### config.mk
export PLATFORM = sky130hd
export DESIGN_NAME = mcpu_ctrl_fsm
export DESIGN_NICKNAME = d
export VERILOG_FILES = /design/src/rtl/mcpu_pkg.sv /design/src/rtl/mcpu_alu_dec.sv /design/src/rtl/mcpu_ctrl_fsm.sv
export SDC_FILE = /design/constraint.sdc
export NUM_CORES = 1
export LEC_CHECK = 0
export CORE_ASPECT_RATIO = 0.75
export CORE_MARGIN = 2
export CORE_UTILIZATION = 40
export DETAILED_ROUTE_END_ITERATION = 7
export GPL_TIMING_DRIVEN = 0
export PLACE_DENSITY = 0.77
export SLEW_MARGIN = 5
export SYNTH_ARGS = -nofsm -noshare
export SYNTH_HDL_FRONTEND = slang
export SYNTH_SLANG_ARGS = --single-unit
### constraint.sdc
create_clock -name clk -period 2.3 [get_ports clk]
set_input_delay 0.575 -clock clk [delete_from_list [all_inputs] [get_ports clk]]
set_output_delay 0.575 -clock clk [all_outputs]
set_load 0.005 [all_outputs]
### src/rtl/mcpu_pkg.sv
// Shared constants for the multicycle MIPS control path: state codes, opcode/funct
// values, ALU operation codes and datapath mux-select encodings.
package mcpu_pkg;

    localparam logic [3:0] S_IF    = 4'd0;
    localparam logic [3:0] S_ID    = 4'd1;
    localparam logic [3:0] S_MADDR = 4'd2;
    localparam logic [3:0] S_MRD   = 4'd3;
    localparam logic [3:0] S_MWB   = 4'd4;
    localparam logic [3:0] S_MWR   = 4'd5;
    localparam logic [3:0] S_REX   = 4'd6;
    localparam logic [3:0] S_RWB   = 4'd7;
    localparam logic [3:0] S_BR    = 4'd8;
    localparam logic [3:0] S_JMP   = 4'd9;
    localparam logic [3:0] S_IEX   = 4'd10;
    localparam logic [3:0] S_IWB   = 4'd11;
    localparam logic [3:0] S_JAL   = 4'd12;
    localparam logic [3:0] S_JR    = 4'd13;

    localparam logic [5:0] OP_RTYPE = 6'h00;
    localparam logic [5:0] OP_J     = 6'h02;
    localparam logic [5:0] OP_JAL   = 6'h03;
    localparam logic [5:0] OP_BEQ   = 6'h04;
    localparam logic [5:0] OP_BNE   = 6'h05;
    localparam logic [5:0] OP_ADDI  = 6'h08;
    localparam logic [5:0] OP_SLTI  = 6'h0A;
    localparam logic [5:0] OP_ANDI  = 6'h0C;
    localparam logic [5:0] OP_ORI   = 6'h0D;
    localparam logic [5:0] OP_LUI   = 6'h0F;
    localparam logic [5:0] OP_LW    = 6'h23;
    localparam logic [5:0] OP_SW    = 6'h2B;

    localparam logic [5:0] FN_JR  = 6'h08;
    localparam logic [5:0] FN_ADD = 6'h20;
    localparam logic [5:0] FN_SUB = 6'h22;
    localparam logic [5:0] FN_AND = 6'h24;
    localparam logic [5:0] FN_OR  = 6'h25;
    localparam logic [5:0] FN_NOR = 6'h27;
    localparam logic [5:0] FN_SLT = 6'h2A;

    localparam logic [2:0] ALU_AND = 3'b000;
    localparam logic [2:0] ALU_OR  = 3'b001;
    localparam logic [2:0] ALU_ADD = 3'b010;
    localparam logic [2:0] ALU_LUI = 3'b011;
    localparam logic [2:0] ALU_NOR = 3'b100;
    localparam logic [2:0] ALU_SUB = 3'b110;
    localparam logic [2:0] ALU_SLT = 3'b111;

    localparam logic [1:0] RDST_RT = 2'b00;
    localparam logic [1:0] RDST_RD = 2'b01;
    localparam logic [1:0] RDST_RA = 2'b10;

    localparam logic [1:0] WD_ALUOUT = 2'b00;
    localparam logic [1:0] WD_MDR    = 2'b01;
    localparam logic [1:0] WD_PC     = 2'b10;

    localparam logic [1:0] SRCB_B    = 2'b00;
    localparam logic [1:0] SRCB_4    = 2'b01;
    localparam logic [1:0] SRCB_IMM  = 2'b10;
    localparam logic [1:0] SRCB_IMM4 = 2'b11;

    localparam logic [1:0] PCS_ALU    = 2'b00;
    localparam logic [1:0] PCS_ALUOUT = 2'b01;
    localparam logic [1:0] PCS_JUMP   = 2'b10;
    localparam logic [1:0] PCS_REG    = 2'b11;

    // R-type arithmetic/logic functions executed through REX (jr is handled separately)
    function automatic logic rtype_alu_funct(input logic [5:0] funct);
        return (funct == FN_ADD) || (funct == FN_SUB) || (funct == FN_AND) ||
               (funct == FN_OR)  || (funct == FN_NOR) || (funct == FN_SLT);
    endfunction

endpackage

### src/rtl/mcpu_alu_dec.sv
// ALU operation decode: fixed ADD/SUB in fetch, decode, address and branch states,
// funct-driven in REX, opcode-driven in IEX.
module mcpu_alu_dec
    import mcpu_pkg::*;
(
    input  logic [3:0] state,
    input  logic [5:0] opcode,
    input  logic [5:0] funct,
    output logic [2:0] alu_op
);

    always_comb begin
        alu_op = ALU_AND;
        case (state)
            S_IF, S_ID, S_MADDR: alu_op = ALU_ADD;
            S_BR:                alu_op = ALU_SUB;
            S_REX: begin
                case (funct)
                    FN_ADD:  alu_op = ALU_ADD;
                    FN_SUB:  alu_op = ALU_SUB;
                    FN_AND:  alu_op = ALU_AND;
                    FN_OR:   alu_op = ALU_OR;
                    FN_NOR:  alu_op = ALU_NOR;
                    FN_SLT:  alu_op = ALU_SLT;
                    default: alu_op = ALU_AND;
                endcase
            end
            S_IEX: begin
                case (opcode)
                    OP_ADDI: alu_op = ALU_ADD;
                    OP_ANDI: alu_op = ALU_AND;
                    OP_ORI:  alu_op = ALU_OR;
                    OP_SLTI: alu_op = ALU_SLT;
                    OP_LUI:  alu_op = ALU_LUI;
                    default: alu_op = ALU_AND;
                endcase
            end
            default: alu_op = ALU_AND;
        endcase
    end

endmodule

### src/rtl/mcpu_ctrl_fsm.sv
// Multicycle MIPS main control FSM: only the state register is clocked; register
// enables, mux selects and memory strobes are decoded from state (plus mem_ready/zero).
module mcpu_ctrl_fsm
    import mcpu_pkg::*;
#(
    parameter int STATE_W = 4
) (
    input  logic               clk,
    input  logic               rst,
    input  logic [5:0]         opcode,
    input  logic [5:0]         funct,
    input  logic               zero,
    input  logic               mem_ready,
    output logic               pc_ce,
    output logic               ir_ce,
    output logic               mdr_ce,
    output logic               ab_ce,
    output logic               alu_out_ce,
    output logic               mem_read,
    output logic               mem_write,
    output logic               i_or_d,
    output logic               reg_write,
    output logic [1:0]         reg_dst,
    output logic [1:0]         mem_to_reg,
    output logic               alu_src_a,
    output logic [1:0]         alu_src_b,
    output logic [1:0]         pc_src,
    output logic [2:0]         alu_op,
    output logic               illegal,
    output logic [STATE_W-1:0] dbg_state
);

    logic [3:0] state;
    logic [3:0] state_nxt;

    always_ff @(posedge clk) begin
        if (rst) state <= S_IF;
        else     state <= state_nxt;
    end

    mcpu_alu_dec u_alu_dec (
        .state  (state),
        .opcode (opcode),
        .funct  (funct),
        .alu_op (alu_op)
    );

    always_comb begin
        state_nxt  = S_IF;
        pc_ce      = 1'b0;
        ir_ce      = 1'b0;
        mdr_ce     = 1'b0;
        ab_ce      = 1'b0;
        alu_out_ce = 1'b0;
        mem_read   = 1'b0;
        mem_write  = 1'b0;
        i_or_d     = 1'b0;
        reg_write  = 1'b0;
        reg_dst    = RDST_RT;
        mem_to_reg = WD_ALUOUT;
        alu_src_a  = 1'b0;
        alu_src_b  = SRCB_B;
        pc_src     = PCS_ALU;
        illegal    = 1'b0;
        case (state)
            S_IF: begin
                mem_read  = 1'b1;
                alu_src_b = SRCB_4;
                if (mem_ready) begin
                    ir_ce     = 1'b1;
                    pc_ce     = 1'b1;
                    state_nxt = S_ID;
                end else begin
                    state_nxt = S_IF;
                end
            end
            // Decode also precomputes the branch target into ALUOut
            S_ID: begin
                ab_ce      = 1'b1;
                alu_out_ce = 1'b1;
                alu_src_b  = SRCB_IMM4;
                case (opcode)
                    OP_LW, OP_SW: state_nxt = S_MADDR;
                    OP_RTYPE: begin
                        if (funct == FN_JR)              state_nxt = S_JR;
                        else if (rtype_alu_funct(funct)) state_nxt = S_REX;
                        else                             illegal   = 1'b1;
                    end
                    OP_BEQ, OP_BNE:                              state_nxt = S_BR;
                    OP_ADDI, OP_ANDI, OP_ORI, OP_SLTI, OP_LUI:   state_nxt = S_IEX;
                    OP_J:                                        state_nxt = S_JMP;
                    OP_JAL:                                      state_nxt = S_JAL;
                    default:                                     illegal   = 1'b1;
                endcase
            end
            S_MADDR: begin
                alu_src_a  = 1'b1;
                alu_src_b  = SRCB_IMM;
                alu_out_ce = 1'b1;
                state_nxt  = (opcode == OP_LW) ? S_MRD : S_MWR;
            end
            S_MRD: begin
                mem_read  = 1'b1;
                i_or_d    = 1'b1;
                mdr_ce    = mem_ready;
                state_nxt = mem_ready ? S_MWB : S_MRD;
            end
            S_MWB: begin
                reg_write  = 1'b1;
                mem_to_reg = WD_MDR;
            end
            S_MWR: begin
                mem_write = 1'b1;
                i_or_d    = 1'b1;
                state_nxt = mem_ready ? S_IF : S_MWR;
            end
            S_REX: begin
                alu_src_a  = 1'b1;
                alu_out_ce = 1'b1;
                state_nxt  = S_RWB;
            end
            S_RWB: begin
                reg_write = 1'b1;
                reg_dst   = RDST_RD;
            end
            S_IEX: begin
                alu_src_a  = 1'b1;
                alu_src_b  = SRCB_IMM;
                alu_out_ce = 1'b1;
                state_nxt  = S_IWB;
            end
            S_IWB: reg_write = 1'b1;
            S_BR: begin
                alu_src_a = 1'b1;
                pc_src    = PCS_ALUOUT;
                pc_ce     = (opcode == OP_BEQ) ? zero : ~zero;
            end
            S_JMP: begin
                pc_src = PCS_JUMP;
                pc_ce  = 1'b1;
            end
            // Register file takes PC+4 in the same cycle the PC moves to the target
            S_JAL: begin
                pc_src     = PCS_JUMP;
                pc_ce      = 1'b1;
                reg_write  = 1'b1;
                reg_dst    = RDST_RA;
                mem_to_reg = WD_PC;
            end
            S_JR: begin
                alu_src_a = 1'b1;
                pc_src    = PCS_REG;
                pc_ce     = 1'b1;
            end
            default: illegal = 1'b1;
        endcase
    end

    assign dbg_state = STATE_W'(state);

endmodule

==> summary.md <==
| Metric | Value |
|---|---|
| Outcome | complete, but fails checks |
| Failing checks | negative setup slack |
| Crit Path Category | in -> out |
| Top cell type's share of synthesized area | 11.8% |
| Yosys top cell by area | nor2_1 |
| CTS sink cnt | 4 |
| CTS H-tree depth | 1 |
| Nets | approximately 240 |
| Synthesized instance count | 146 |
| Sequential cell area fraction in the yosys report | under 10% |
| Clock Latency Late Sink | 0.23 ns |
| Root Buffer | clkbuf_4 |
| Synth cell types | 49 |
| Detailed-route DRC error count | 0 |
| Initial Util | 41.2% |
| Worst stage delay on the critical path | about 0.35 ns |
| Syn_area_per_cell | 6.31 sq um |
| Final period utilization | 103% |
| Leak pwr | a little under 0.8 nW |
| Worst Skew | 0.00273 ns |
| Layout cell share with drive strength beyond 1 | between 40 and 50% |
| Final RePlAce weighted congestion | 0.872 |
| Critical Path RT | 1.73 ns |
| Net Count, Synth | 162 |
| Non-Filler Instances | 250 |
| Critical Path End Type | output pin |
| Synthesized flop and latch total | 4 |
| Hpwl dp | ~2.4 mm |
| EDFF count, synth | 0 |
| Row cnt | 15 |
| Type of origin of the critical path | input pin |
| Antenna viol nets, final | 0 |
| Ys async rst share | 0% |
| R2R Setup Slk | about 0.74 ns |
| Largest net degree at the start of global routing | 11 |
| Clock transition at the registers of the reported paths | 0.04 ns |
| Overflow after GRT | 0 |
| VDD IR max | 283 uV |
| DRT Pass-1 Iters | 4 |
| Total die area | 2710 sq um |
| Clock tree from TritonCTS | yes |
| Pre-CTS setup slack | -0.886 ns |
| First-pass GRT wire length | 6.44 mm |
| Number of port buffers | 40 |
| Placed Cells | about 210 |
| CTS Hold Buffers Added | 0 |
| Critical path's slowest cell | a221o_1 |
| Max Cap Viol | 0 |
| Worst Path Max Fanout | 5 |
| Max reg flops | 4 |
| Power per cell area | 218 nW/um^2 |
| Synth cell count leaders | 29 x nor2_1, 15 x a21oi_1, 8 x nand2_1, 7 x o21ai_0 |
| Fmax | about 420 MHz |
| Ys flop type | dfxtp_1 |
| Max-slew violation count | 0 |
| Slew margin rel. | 63.1% |
| Slew @ Worst Pin | 0.549 ns |
| # diodes | 0 |
| Worst Path Arrival | 1.79 ns |
| Worst-path cell chain | buf_8 -> buf_8 -> buf_6 -> nor3_2 -> o211ai_1 -> a221o_1 -> o211ai_1 -> buf_2 |
| Top cells by area, synth | nor2_1 12%, dfxtp_1 8.7%, a21oi_1 8.2% |
| Via density | 6.37 |
| WL/cell | between 15 and 20 microns |
| Setup-failing EPs final | 4 |
| DRT iter0 DRCs | 122 |
| TritonCTS buffer count | 3 |
| YS warnings | 0 |
| Routed wire length | 4.89 mm |
| Core area | 2230 sq um |
| Clock Tree Buf Depth | 2 |
| Area growth from synthesis to layout | 107% |
| Chip height | 45.6 microns |
| Synth Cell Area | 921 sq um |
| Final worst setup slack | -0.0636 ns |
| Top-count cell post-synth | nor2_1 |
| GRT Overall Usage | 31.6% |
| Die Wd | 59.4 microns |
| Unrepaired setup endpoints after global routing | yes |
| Min-Delay Path Class | reg -> reg |
| Endpoints failing hold | 0 |
| IO Count | 42 |
| Initial antenna violation count | 0 |
| Time the worst path needs with I/O delays and setup | about 2.4 ns |
| Vias in the first global route | about 1400 |
| Vias | 1593 |
## cell type report
cell class                      count  area [sq um]
Buffer                             11           131
Clock buffer                        3          22.5
Fill cell                         127           329
Inverter                            6          22.5
Multi-Input combinational cell    124           922
Sequential cell                     4          92.6
Tap cell                           25          31.3
Timing Repair Buffer               77           682
## cell families after synthesis
logic type / count (synthesis) / share of synthesized area [%]
xor gates and xnor gates: 4 / 3.81
AOI/OAI and AO/OA: 46 / 35.3
buffers and inverters: 18 / 8.56
and+or+nand+nor: 72 / 41.3
DFF: 4 / 8.70
muxes: 2 / 2.31
## final timing paths
check               startpoint      endpoint  cells after the start
setup / recovery     opcode[0]     alu_op[1]                      8
hold / removal    dbg_state[1]  dbg_state[1]                      3
setup reg to reg  dbg_state[1]  dbg_state[0]                      5
hold reg to reg   dbg_state[1]  dbg_state[1]                      3
## cell usage in the layout (no fill, tap or decap), drive strengths merged, types with 2 or more instances in the layout
master         instances
nor2                  30
o22ai                  2
a221o                  2
a21oi                 15
buf                   61
nor2b                  2
nand2                  9
and3                   2
nand2b                 7
inv                    6
nor3b                  2
o21bai                 2
a211oi                 2
clkbuf                 6
nor3                   6
o21ai                  8
nand3                  2
xnor2                  3
dfxtp                  4
o211ai                 2
o32ai                  2
clkdlybuf4s50         21
nand3b                 3
a31oi                  3
nor4                   3
## worst max-delay path: cells and delay by family
| kind | cells | cell delay (ns) |
|---|---|---|
| and+or+nand+nor | 1 | 0.17 |
| AOI/OAI and AO/OA | 3 | 0.56 |
| buffers and inverters | 4 | 0.48 |
## metrics by stage
step	power, mW	cell area (sq um)	TNS [ns]	hold WS, ns	utilization, %
floorplan	0.154	921	0	0.686	-
global placement	0.221	1350	-4.45	0.747	60.6
detailed placement	0.225	1350	-4.80	0.746	60.6
CTS	0.372	1740	-0.493	0.749	77.8
global route	0.434	1900	-0.329	0.781	85.3
finish	0.414	1900	-0.184	0.773	85.3
## what timing repair did
action | in CTS | in global routing
buffers inserted | 28 | 12
pin swaps | 16 | 16
endpoints found under the setup margin | 18 | 17
gates resized for setup | 119 | 43
## where the power goes
part	internal [mW]	switching [mW]
clock	0.0586	0.0319
sequential	0.0687	0.00421
combinational	0.132	0.118
total	0.260	0.155
## per-layer routing
metal  wire length, microns  vias to the layer above  global-route usage (%)
li1                       -                      691                       -
met1                   1770                      725                    37.7
met2                   2380                      138                    55.4
met3                    507                       39                    6.25
met4                    226                        0                    13.6
met5                      0                        -                       0
No activity file was read; power rests on OpenSTA's default activity.
